[src/rtl/universal_shift_register.sv]
// WIDTH-bit universal shift register with hold, shift right, shift left and parallel load.
// The register drives the parallel output directly, so there is no input-to-output combinational path.
module universal_shift_register #(
    parameter int unsigned WIDTH = 4
) (
    input  logic             clk,
    input  logic             reset,
    input  logic [WIDTH-1:0] in,
    input  logic [1:0]       sel,
    input  logic             sinr,
    input  logic             sinl,
    output logic [WIDTH-1:0] out
);

    localparam logic [1:0] SEL_HOLD  = 2'b00;
    localparam logic [1:0] SEL_SHR   = 2'b01;
    localparam logic [1:0] SEL_SHL   = 2'b10;
    localparam logic [1:0] SEL_LOAD  = 2'b11;

    logic [WIDTH-1:0] r_q;
    logic [WIDTH-1:0] w_q_next;

    // Next-value selection; serial bits enter at the end opposite the discarded bit.
    always_comb begin
        w_q_next = r_q;
        case (sel)
            SEL_HOLD: w_q_next = r_q;
            SEL_SHR:  w_q_next = {sinr, r_q[WIDTH-1:1]};
            SEL_SHL:  w_q_next = {r_q[WIDTH-2:0], sinl};
            SEL_LOAD: w_q_next = in;
            default:  w_q_next = r_q;
        endcase
    end

    always_ff @(posedge clk) begin
        if (reset) begin
            r_q <= '0;
        end else begin
            r_q <= w_q_next;
        end
    end

    assign out = r_q;

endmodule

[config.mk]
export PLATFORM = sky130hd
export DESIGN_NAME = universal_shift_register
export DESIGN_NICKNAME = d
export VERILOG_FILES = /design/src/rtl/universal_shift_register.sv
export SDC_FILE = /design/constraint.sdc
export NUM_CORES = 1
export LEC_CHECK = 0
export CAP_MARGIN = 20
export CORE_AREA = 4 4 41 43
export DETAILED_ROUTE_END_ITERATION = 10
export DIE_AREA = 0 0 45 47
export HOLD_SLACK_MARGIN = 0.12
export SKIP_CTS_REPAIR_TIMING = 1
export SLEW_MARGIN = 40
export SYNTH_ARGS = -nofsm -noshare
export SYNTH_HDL_FRONTEND = slang
export SYNTH_SLANG_ARGS = --single-unit
export TNS_END_PERCENT = 1
[constraint.sdc]
create_clock -name clk -period 1.95 [get_ports clk]
set_input_delay 0.2925 -clock clk [delete_from_list [all_inputs] [get_ports clk]]
set_output_delay 0.2925 -clock clk [all_outputs]
set_load 0.02 [all_outputs]
# [Yosys cells after proc, flatten, opt, wreduce, memory -nomap -nowiden]
# Cells that the tools add are included.
[word_totals] reg_bits=4 latch_bits=0 mem_bits_rw=0 romBits=0 out_inout_bits=4 n_memories=0
[classes] add_sub_neg=0 n_mul=0 n_div=0 magnitude_cmp=0 n_eq_ne=3 n_shift=0 muxes=1 bitwise_logic=0 n_reduce_logical=1
[op_table] cell="4-bit one-hot mux with 3 select lines" n=1
[op_table] cell="2-bit == test, second input constant" n=2
[op_table] cell="2-bit by 1-bit == test with 1-bit output, second input constant" n=1
[op_table] cell="2-bit zero test" n=1

# [Logic depth before layout (Yosys ltp)]
# Gate-level depths: netlist of run 1.
[logic_depth] ltp_word=2 ltp_mapped=2 mapped_depth_nobuf=2

# [Worst setup path after synthesis of run 1]
# Ideal clock, no wire load.
[synth_timing] path_type="register to register" start="reg r_q[1] (netlist: out[1])" end="reg r_q[0] (netlist: out[0])" setup_time_ns=0.114 t_arrival_ns=0.990 required_ns=1.836 slack_ns=0.846 path_stages_with_launch=3 path_buffers=0 synth_period_minus_slack_ns=1.104 cell_sequence="dfxtp_1 mux4_1 nor2b_1"
[synth_via] elab_chain_cells=1
[synth_lines] item="start: declaration" line="20" text="logic [WIDTH-1:0] r_q;"
[synth_lines] item="start signal: assignment" line="39" text="r_q <= w_q_next;"
[synth_lines] item="4-bit one-hot mux with 3 select lines" line="26" text="case (sel)"
# Every way passes these cells.
# A chain may end at the register's enable or synchronous reset.

# [Worst setup path after layout of run 1]
[layout_timing] start="reg r_q[1] (netlist: out[1])" end="out out[1]"
[layout_rtl] item="end: declaration" line="12" text="output logic [WIDTH-1:0] out"
# No word-level cell between the ends.

==> reports/qor.yml, run 1 <==
outcome: "finished clean"
port_buffers: 13
rows: 13
area_growth_pct: 86.2
p_leak_nw: 0.137
synthesis.area_um2: 199
cpPeakStageDelay_ns: 0.64
fill_cells: 143
endpoint: "out[1]"
grt_overflow_total: 0
yosysSeqAreaShare: 0.403
wl_per_cell_um: 12.6
yosys_warnings: 0
dr.first_iter.drc_count: 1
start_kind: "register"
cts_sinks: 4
slew_headroom: 0.848
peakVddDrop_mv: 0.198
synth_cell_types: 4
start_util: 0.153
largest_reg_flops: 4
reg2reg_slack_ns: 0.86
crit_buf_inv: 1
period_minus_slack_ns: 1.54
min_from: "reset"
vias_per_cell: 4.23
clk_path_buf_depth: 2
syn_area_per_cell_um2: 16.6
grt_use_total: 0.0701
yosysTopAreaCellShare: 0.403
grt_first_pass_wirelength_um: 924
slowest_stage: "clkdlybuf4s50_1"
grt_pass1_vias: 222
place.gp.congestion: 0.668
period_share: 0.792
cts_buffers: 3
grt_antenna_before_repair: 0
drc: 0
maxCapViolCount: 0
firstDrtPassIters: 2
ff_latch_area_um2: 80.1
startpoint: "out[1]$_SDFFE_PP0P_"
finalSetupViolCount: 0
cts_tree: "built"
ys_seq_elements: 4
vias: 182
antenna_cells: 0
path_clk_slew_ns: 0.04
crit_type: "register to primary output"
synth-edff-count: 0
synth_ff_type: "dfxtp_1"
grt_max_degree: 5
cts-root-buf: "clkbuf_4"
cp_max_fo: 4
rr_endpoint: "out[0]$_SDFFE_PP0P_"
hold_path.class: "input pin to register"
wirelength_um: 543
crit_cells: 1
clock_latency_ns: 0.23
p_per_area_mw_per_mm2: 676
rr_worst_depth: 2
ios: 14
async_flop_share: 0
slew_viol_final: 0
dieArea_mm2: 0.00212
crit_arrival_ns: 1.25
yosys.area.top_type: "dfxtp_1"
syn_nets: 22
r2r_start: "out[1]$_SDFFE_PP0P_"
synth_common_cells: "dfxtp_1, nor2b_1, mux4_2"
hold_violations: 0
worstHoldPathCells: 2
critPathRequiredTime_ns: 1.66
finalPower_w: 0.000250
synth_cells: 12
die_h_um: 47
setup_ws_ns: 0.405
tightest_slew_ns: 0.227
die_w_um: 45
cp_top_family: "buffers and inverters"
dp_slack_ns: 0.238
ant_nets: 0
ys_top_cells_by_area: "dfxtp_1, mux4_2, mux4_1"
coreArea_mm2: 0.00130
finish.net_count: 40
multiInputGateArea_um2: 119
worst_setup_path_end_kind: "primary output"
htreeDepth: 1
drive_gt1_frac: 0.214
clock-skew-final_ns: 0.00172
rsz0062_at_grt: "false"
fmax_mhz: 647
path_cells: "clkdlybuf4s50_1"
setup-tns-final_ns: 0
==> final cells by class <==
type / count / area share
Sequential cell: 4 / 0.216
Multi-Input combinational cell: 8 / 0.321
Timing Repair Buffer: 13 / 0.351
Tap cell: 15 / 0.0507
Clock buffer: 3 / 0.0608
==> metrics by stage <==
stage               cell area (um2)  hold slack [ns]  cells  utilization
floorplan                       199            0.364     12            -
global placement                348            0.698     40        0.267
detailed placement              348            0.700     40        0.267
CTS                             370            0.686     43        0.285
global route                    370            0.701     43        0.285
finish                          370            0.696     43        0.285
==> logic make-up (layout without fill, tap and decap cells) <==
group	Yosys count	count (layout)	share of synthesized area
and+or+nand+nor	4	4	0.126
muxes	4	4	0.472
buffers and inverters	0	16	0
DFF	4	4	0.403
==> placed cells by master (no fill, tap or decap), drive strengths merged <==
cell	count
clkdlybuf4s50	13
mux4	4
dfxtp	4
nor2b	4
clkbuf	3
==> power by group <==
group	leakage (nW)	switching, W	internal, W
Sequential	0.0329	0.00000509	0.0000878
Combinational	0.0901	0.0000174	0.0000398
Clock	0.0138	0.0000316	0.0000687
==> how the worst min path moves through the flow <==
stage,endpoint
2_1_floorplan,out[0]$_SDFFE_PP0P_
3_3_place_gp,out[3]$_SDFFE_PP0P_
3_5_place_dp,out[2]$_SDFFE_PP0P_
4_1_cts,out[2]$_SDFFE_PP0P_
5_1_grt,out[3]$_SDFFE_PP0P_
6_report,out[2]$_SDFFE_PP0P_
==> routing by layer <==
| metal | up-vias | track usage | routed length (um) |
|---|---|---|---|
| met5 | - | 0 | 0 |
| met3 | 0 | 0.0536 | 68 |
| met2 | 14 | 0.110 | 258 |
| met4 | 0 | 0.0526 | 0 |
| li1 | 81 | - | - |
| met1 | 87 | 0.0605 | 215 |
Note: power is estimated with default switching activity, not from simulation.
==> run 2: changes to the inputs <==
- clock period: 1.95 -> 1.5 ns (I/O delays scaled with it)
==> run 2 against run 1 <==
Net effect: worst hold slack worse by 0.072 ns; final cell count grew 4.7%; sequential power grew 30%; critical path type unchanged; critical endpoint is now out[3].
==> reports/qor.yml, run 2 (synthesis results as in run 1) <==
cts_tree: "built"
power_switching_w: 0.0000768  # +42%
grt_pass1_vias: 271  # +22%
cp_top_family: "buffers and inverters"
p_comb_frac: 0.236  # +0.008
clock-skew-final_ns: 0.00759  # +0.00587 ns
ant_nets: 0  # unchanged
dieArea_mm2: 0.00212  # unchanged
die_h_um: 47  # unchanged
period_share: 0.970
slowest_stage: "clkdlybuf4s50_1"
cp_max_fo: 3  # -1
dr.first_iter.drc_count: 0  # -1
worst_setup_path_end_kind: "primary output"
cpPeakStageDelay_ns: 0.63  # about the same
critPathRequiredTime_ns: 1.27  # -0.39 ns
largest_reg_flops: 4  # unchanged
clockPowerShare: 0.402  # about the same
tightest_slew_ns: 0.232  # +0.00443 ns
grt_overflow_total: 0  # unchanged
p_per_area_mw_per_mm2: 858  # +27%
grt_first_pass_wirelength_mm: 1.12  # +21%
fill_cells: 130  # -9.1%
antenna_cells: 0  # unchanged
wl_per_cell_um: 14.3  # +14%
ff_latch_area_um2: 80.1  # unchanged
setup-tns-final_ns: 0  # unchanged
start_util: 0.153  # unchanged
port_buffers: 13  # unchanged
cts_buffers: 3  # unchanged
crit_type: "register to primary output"
place.gp.congestion: 0.636  # -4.8%
outcome: "finished clean"
multiInputGateArea_um2: 119  # unchanged
hold_violations: 0  # unchanged
coreArea_mm2: 0.00130  # unchanged
clk_path_buf_depth: 2  # unchanged
hold_path.class: "input pin to register"
slew_viol_final: 0  # unchanged
period_minus_slack_ns: 1.45
vias_per_cell: 4.20  # -0.77%
htreeDepth: 1  # unchanged
grt_use_total: 0.0811  # +0.0110
path_cells: "clkdlybuf4s50_1"
crit_buf_inv: 1  # unchanged
rsz0062_at_grt: "false"
wirelength_um: 645  # +19%
start_kind: "register"
final_cell_mix: "clkdlybuf4s50_1, nor2b_1, dfxtp_1, mux4_2, clkbuf_4"
finish.net_count: 42  # +5.0%
cts_sinks: 4  # unchanged
path_clk_slew_ns: 0.04  # about the same
area_growth_pct: 96.2
p_leak_nw: 0.180  # +31%
p_sw_frac: 0.230  # +0.0136
maxCapViolCount: 0  # unchanged
grt_max_degree: 5  # unchanged
slew_headroom: 0.845  # -0.00296
ios: 14  # unchanged
grt_antenna_before_repair: 0  # unchanged
fin_util: 0.300  # +0.0154
finalSetupViolCount: 0  # unchanged
timing.hold.ws_ns: 0.624  # -0.0723 ns
clock_latency_ns: 0.23  # about the same
finalPower_w: 0.000335  # +34%
drc: 0  # unchanged
rows: 13  # unchanged
place_area_um2: 363  # +4.3%
drive_gt1_frac: 0.267  # +0.0524
die_w_um: 45  # unchanged
p_seq_frac: 0.362  # -0.009
intPower_w: 0.000258  # +31%
final_common_cell: "clkdlybuf4s50_1"
vias: 189  # +3.8%
peakVddDrop_mv: 0.344  # +74%
fmax_mhz: 688
crit_arrival_ns: 1.23  # -0.02 ns
finalInstanceArea_um2: 390  # +5.4%
cts-root-buf: "clkbuf_4"
firstDrtPassIters: 1  # -1
-- run 2: cell count changes in the layout (fill, tap and decap cells not counted), sizes merged --
cell           delta
buf               +2
dlymetal6s2s      +2
clkdlybuf4s50     -2
-- run 2: cell type report --
cell class,instances,area share
clock buffer,3,0.0577
multi-input combinational,8,0.304
sequential,4,0.205
tap,15,0.0481
timing repair buffer,15,0.385
-- run 2: per-layer routing --
layer,track usage,routed length [um]
met3,0.0383,67
met1,0.0648,218
met2,0.155,359
met5,0,0
met4,0.0526,0
-- run 2: through the flow --
stage,worst slack (ns),instances
after floorplan,0.396,12
after global placement,-0.119,42
after detailed placement,-0.198,42
after CTS,0.0142,45
after global routing,0.00721,45
final,0.0456,45
-- run 2: worst reg2reg max path, stage by stage (launching register included) --
cell and delay, ns:
dfxtp_1 0.33, mux4_1 0.52, nor2b_1 0.15
-- run 2: power groups by stage --
| stage | logic, W | clock network [W] | registers (W) |
|---|---|---|---|
| 2_1_floorplan | 0.0000229 | 0 | 0.000129 |
| 3_3_place_gp | 0.0000775 | 0 | 0.000122 |
| 3_5_place_dp | 0.0000803 | 0 | 0.000122 |
| 4_1_cts | 0.0000807 | 0.000142 | 0.000121 |
| 5_1_grt | 0.0000829 | 0.000152 | 0.000122 |
| 6_report | 0.0000789 | 0.000135 | 0.000121 |
-- run 2: worst paths after layout --
kind / startpoint / endpoint / slack, ns / cells after the start
worst min register to register: out[3]$_SDFFE_PP0P_ / out[3]$_SDFFE_PP0P_ / 0.73 / 2
worst min-delay path: reset / out[3]$_SDFFE_PP0P_ / 0.62 / 2
worst max-delay path: out[3]$_SDFFE_PP0P_ / out[3] / 0.05 / 1
worst max register to register: out[1]$_SDFFE_PP0P_ / out[0]$_SDFFE_PP0P_ / 0.39 / 2
==> run 3: changes to the inputs <==
- SLEW_MARGIN: 40 -> 20
==> results of run 3 <==
The final DEF is identical to that of run 2; final timing and power are the same.
==> patch 1: new RTL, config.mk and constraints of run 2 <==
Set the parameter `WIDTH` to 6 (it was 4).
--- a/src/rtl/universal_shift_register.sv
+++ b/src/rtl/universal_shift_register.sv
@@ -1,7 +1,7 @@
 // WIDTH-bit universal shift register with hold, shift right, shift left and parallel load.
 // The register drives the parallel output directly, so there is no input-to-output combinational path.
 module universal_shift_register #(
-    parameter int unsigned WIDTH = 4
+    parameter int unsigned WIDTH = 6
 ) (
     input  logic             clk,
     input  logic             reset,
Ports: changed (resized in and out); port bits go from 14 to 18. The function was not compared with the original's and may differ.
==> patch 1 against run 2 <==
  * Final area increased by 36%
  * Setup slack better by 0.026 ns
  * Via count is 53% higher
  * Global-route usage increased by 0.20 points
  * Sequential share of layout area increased by 2.1 points
  * Utilization grew 11 points
  * Sequential cell count is 2 higher
  * Wire length grew 19%
  * Non-clock buffer count grew 3
  * Fmax increased by 1.8%
  * Highest routed layer is now met4
  * Power grew 29%
  * Area after synthesis rose by 53%
==> patch 1: results <==
[power]
p_leak_nw = 0.281
ir_worst_vdd_uv = 299

[global_routing]
grt_pass1_wl_mm = 1.18
grt_max_degree = 13
grtUsageTotal = 0.0831
grt_pass1_vias = 267

[setup_path]
worst_r2r_endpoint = out[3]$_SDFFE_PP0P_
max_stage_delay_ns = 0.61
critical_path.startpoint = out[5]$_SDFFE_PP0P_
r2r_setup_slack_ns = 0.79
endpoint = out[5]
r2r-start = out[2]$_SDFFE_PP0P_
arrival_ns = 1.20

[clock_network]
clockBufferDepth = 2

[layout]
fill_cells = 142
largest_reg_flops = 6
diodes = 0
drive_gt1_frac = 0.0851

[placement]
postPlaceCellArea_sq_um = 499
gp_congestion = 0.634
io_buffers = 17

[routing]
initialDrtViolationCount = 3
vias = 289
finalWirelength_um = 767
dr.pass1.iters = 2

[logic_synthesis]
yosysSeqAreaShare = 0.393
synth.distinct_cells = 7
synth.top_cells.by_count = mux2i_1 (12), dfxtp_1 (6), o22ai_1 (6)
synthTopCellsByArea = dfxtp_1 (39%), mux2i_1 (39%), o22ai_1 (12%)
synth_fp_nets = 40
async_flop_share = 0

[hold_path]
min_path_type = reg -> reg
holdCritStartpoint = out[0]$_SDFFE_PP0P_

[status]
status = finished, final reports clean

[sta]
finalClockSkew_ns = 0.000317
max_slew_margin = 0.847
## patch 1: cell types whose count changed after synthesis, sizes merged, moves of 2 or more
| cell | change |
|---|---|
| o22ai | +6 |
| mux4 | -4 |
| mux2i | +12 |
| dfxtp | +2 |
| buf | +2 |
| nor2b | -4 |
## patch 1: final cells by class
| cell class | instances | area, sq um | share of cell area |
|---|---|---|---|
| Clock buffer | 3 | 22.5 | 0.0424 |
| Multi-Input combinational cell | 20 | 170 | 0.320 |
| Sequential cell | 6 | 120 | 0.226 |
| Tap cell | 15 | 18.8 | 0.0353 |
| Timing Repair Buffer | 18 | 200 | 0.376 |
## patch 1: metrics by stage
step / utilization / worst slack [ns] / hold slack [ns] / std cells
after floorplan: - / 0.713 / 0.395 / 28
after global placement: 0.384 / 0.189 / 0.578 / 59
after detailed placement: 0.384 / 0.190 / 0.567 / 59
after CTS: 0.401 / 0.0179 / 0.573 / 62
after global routing: 0.409 / 0.0157 / 0.617 / 62
final: 0.409 / 0.0719 / 0.566 / 62
## patch 1: logic make-up (layout without fill, tap and decap cells)
group / Yosys count / after routing / synth area share
AND/OR/NAND/NOR: 2 / 2 / 0.0410
buffers and inverters: 2 / 21 / 0.0492
multiplexers: 12 / 12 / 0.393
AO/OA/AOI/OAI: 6 / 6 / 0.123
flip-flops: 6 / 6 / 0.393
## patch 1: power by group
part / leakage, nW / total [mW] / internal, mW / switching [mW]
registers: 0.0492 / 0.179 / 0.170 / 0.00865
logic: 0.218 / 0.105 / 0.0647 / 0.0407
clock network: 0.0138 / 0.149 / 0.0905 / 0.0587
total: 0.281 / 0.433 / 0.325 / 0.108
## patch 1: metal layers
layer  part of all wire  GRT usage  up-vias  wire [um]
met3               0.13     0.0536        4         98
met4              0.022     0.0702        0         17
li1                   -          -      147          -
met5                  0          0        -          0
met1               0.40     0.0982      126        306
met2               0.45      0.102       12        344
## patch 1: how the worst min path moves through the flow
stage	cells after the start	end
6_report	2	out[1]$_SDFFE_PP0P_
5_1_grt	2	out[3]$_SDFFE_PP0P_
4_1_cts	2	out[1]$_SDFFE_PP0P_
3_5_place_dp	2	out[1]$_SDFFE_PP0P_
3_3_place_gp	2	out[0]$_SDFFE_PP0P_
2_1_floorplan	2	out[0]$_SDFFE_PP0P_
==> patch 2: new RTL, settings of run 2 <==
Without the edit above. Put one more register stage on the output `out`, with the module's reset. The value now appears one clock later.
--- a/src/rtl/universal_shift_register.sv
+++ b/src/rtl/universal_shift_register.sv
@@ -40,7 +40,13 @@
         end
     end
 
-    assign out = r_q;
+    always_ff @(posedge clk) begin
+        if (reset) begin
+            out <= '0;
+        end else begin
+            out <= r_q;
+        end
+    end
 
 endmodule
 
Formal check against the unedited RTL: not equivalent (Yosys sat finds a counterexample within 4 cycles, from zero or initial values and one cycle with reset high).
==> patch 2 against run 2 <==
  * Utilization rose by 7.4 points
  * Power increased by 38%
  * Setup slack improved by 0.086 ns
  * Final area grew 25%
  * Via count rose by 20%
  * Die area did not move
  * Sequential cell count is 4 higher
  * Area after synthesis rose by 51%
  * Cell count is 18% higher
  * Fmax rose by 6.3%
  * Critical path depth is the same
  * Wire length fell by 8.8%
  * Critical path type unchanged
  * Critical endpoint is now out[2]
  * Largest cell class is now sequential cells
  * Largest power group is now sequential cells
  * Highest routed layer unchanged
==> patch 2: results <==
[logic_synthesis]
synth.top_cells.by_count = dfxtp_1 (8), nor2b_1 (8), mux4_2 (4)
yosysSeqAreaShare = 0.533
synth_fp_nets = 30
synth.distinct_cells = 3
synthTopCellsByArea = dfxtp_1 (53%), mux4_2 (30%), nor2b_1 (17%)
syn_inst = 20

[setup_path]
r2r_setup_slack_ns = 0.46
worst_r2r_endpoint = r_q[1]$_SDFFE_PP0P_
worstPathMaxFanout = 1
max_stage_delay_ns = 0.59
arrival_ns = 1.14

[power]
p_leak_nw = 0.182
ir_worst_vdd_uv = 343
p_int_uw = 369

[layout]
fin_cells = 53

[global_routing]
grtUsageMet1 = 0.0605
grt_pass1_vias = 255
grt_pass1_wl_um = 959
met3_usage = 0.0268
grtUsageTotal = 0.0709

[placement]
gp_congestion = 0.630
dpl.cell_count = 50
postPlaceCellArea_sq_um = 464
pre_cts_ws_ns = -0.0569

[routing]
routedWlPerCell_um = 11.1
drt-vias-per-instance = 4.26

[sta]
fin_crit_sh = 0.912
finalClockSkew_ns = 0.00329

[status]
status = finished, final reports clean

[clock_network]
clock_latency_ns = 0.25

[hold_path]
min_path_type = reg -> reg
-- patch 2: cell families (layout without fill, tap and decap cells) --
| family | Yosys count | after routing | synth area share |
|---|---|---|---|
| flip-flops | 8 | 8 | 0.533 |
| buffers and inverters | 0 | 18 | 0 |
| AND/OR/NAND/NOR | 8 | 8 | 0.167 |
| multiplexers | 4 | 4 | 0.300 |
-- patch 2: metal layers --
metal / part of all wire / vias to the layer above
met5: 0 / -
li1: - / 110
met3: 0.13 / 0
met4: 0 / 0
met2: 0.47 / 14
met1: 0.40 / 102
-- patch 2: how the worst min path moves through the flow --
stage / from / endpoint / slack (ns) / cells after the start
global route: r_q[0]$_SDFFE_PP0P_ / out[0]$_SDFF_PP0_ / 0.51 / 1
CTS: r_q[0]$_SDFFE_PP0P_ / out[0]$_SDFF_PP0_ / 0.48 / 1
global placement: r_q[3]$_SDFFE_PP0P_ / out[3]$_SDFF_PP0_ / 0.47 / 1
detailed placement: r_q[0]$_SDFFE_PP0P_ / out[0]$_SDFF_PP0_ / 0.47 / 1
floorplan: reset / out[0]$_SDFF_PP0_ / 0.30 / 1
finish: r_q[0]$_SDFFE_PP0P_ / out[0]$_SDFF_PP0_ / 0.48 / 1
-- patch 2: layout make-up --
cell class              instances  area (sq um)
fillers                       137           815
flip-flops and latches          8           160
repair buffers                 15           145
multi-input cells              12           140
clock buffers                   3          22.5
well taps                      15          18.8
-- patch 2: power groups by stage --
stage	Sequential (mW)	Combinational, mW	Clock (mW)
global placement	0.235	0.0732	0
global route	0.233	0.0792	0.170
finish	0.231	0.0743	0.155
CTS	0.231	0.0752	0.164
detailed placement	0.236	0.0751	0
floorplan	0.238	0.0264	0
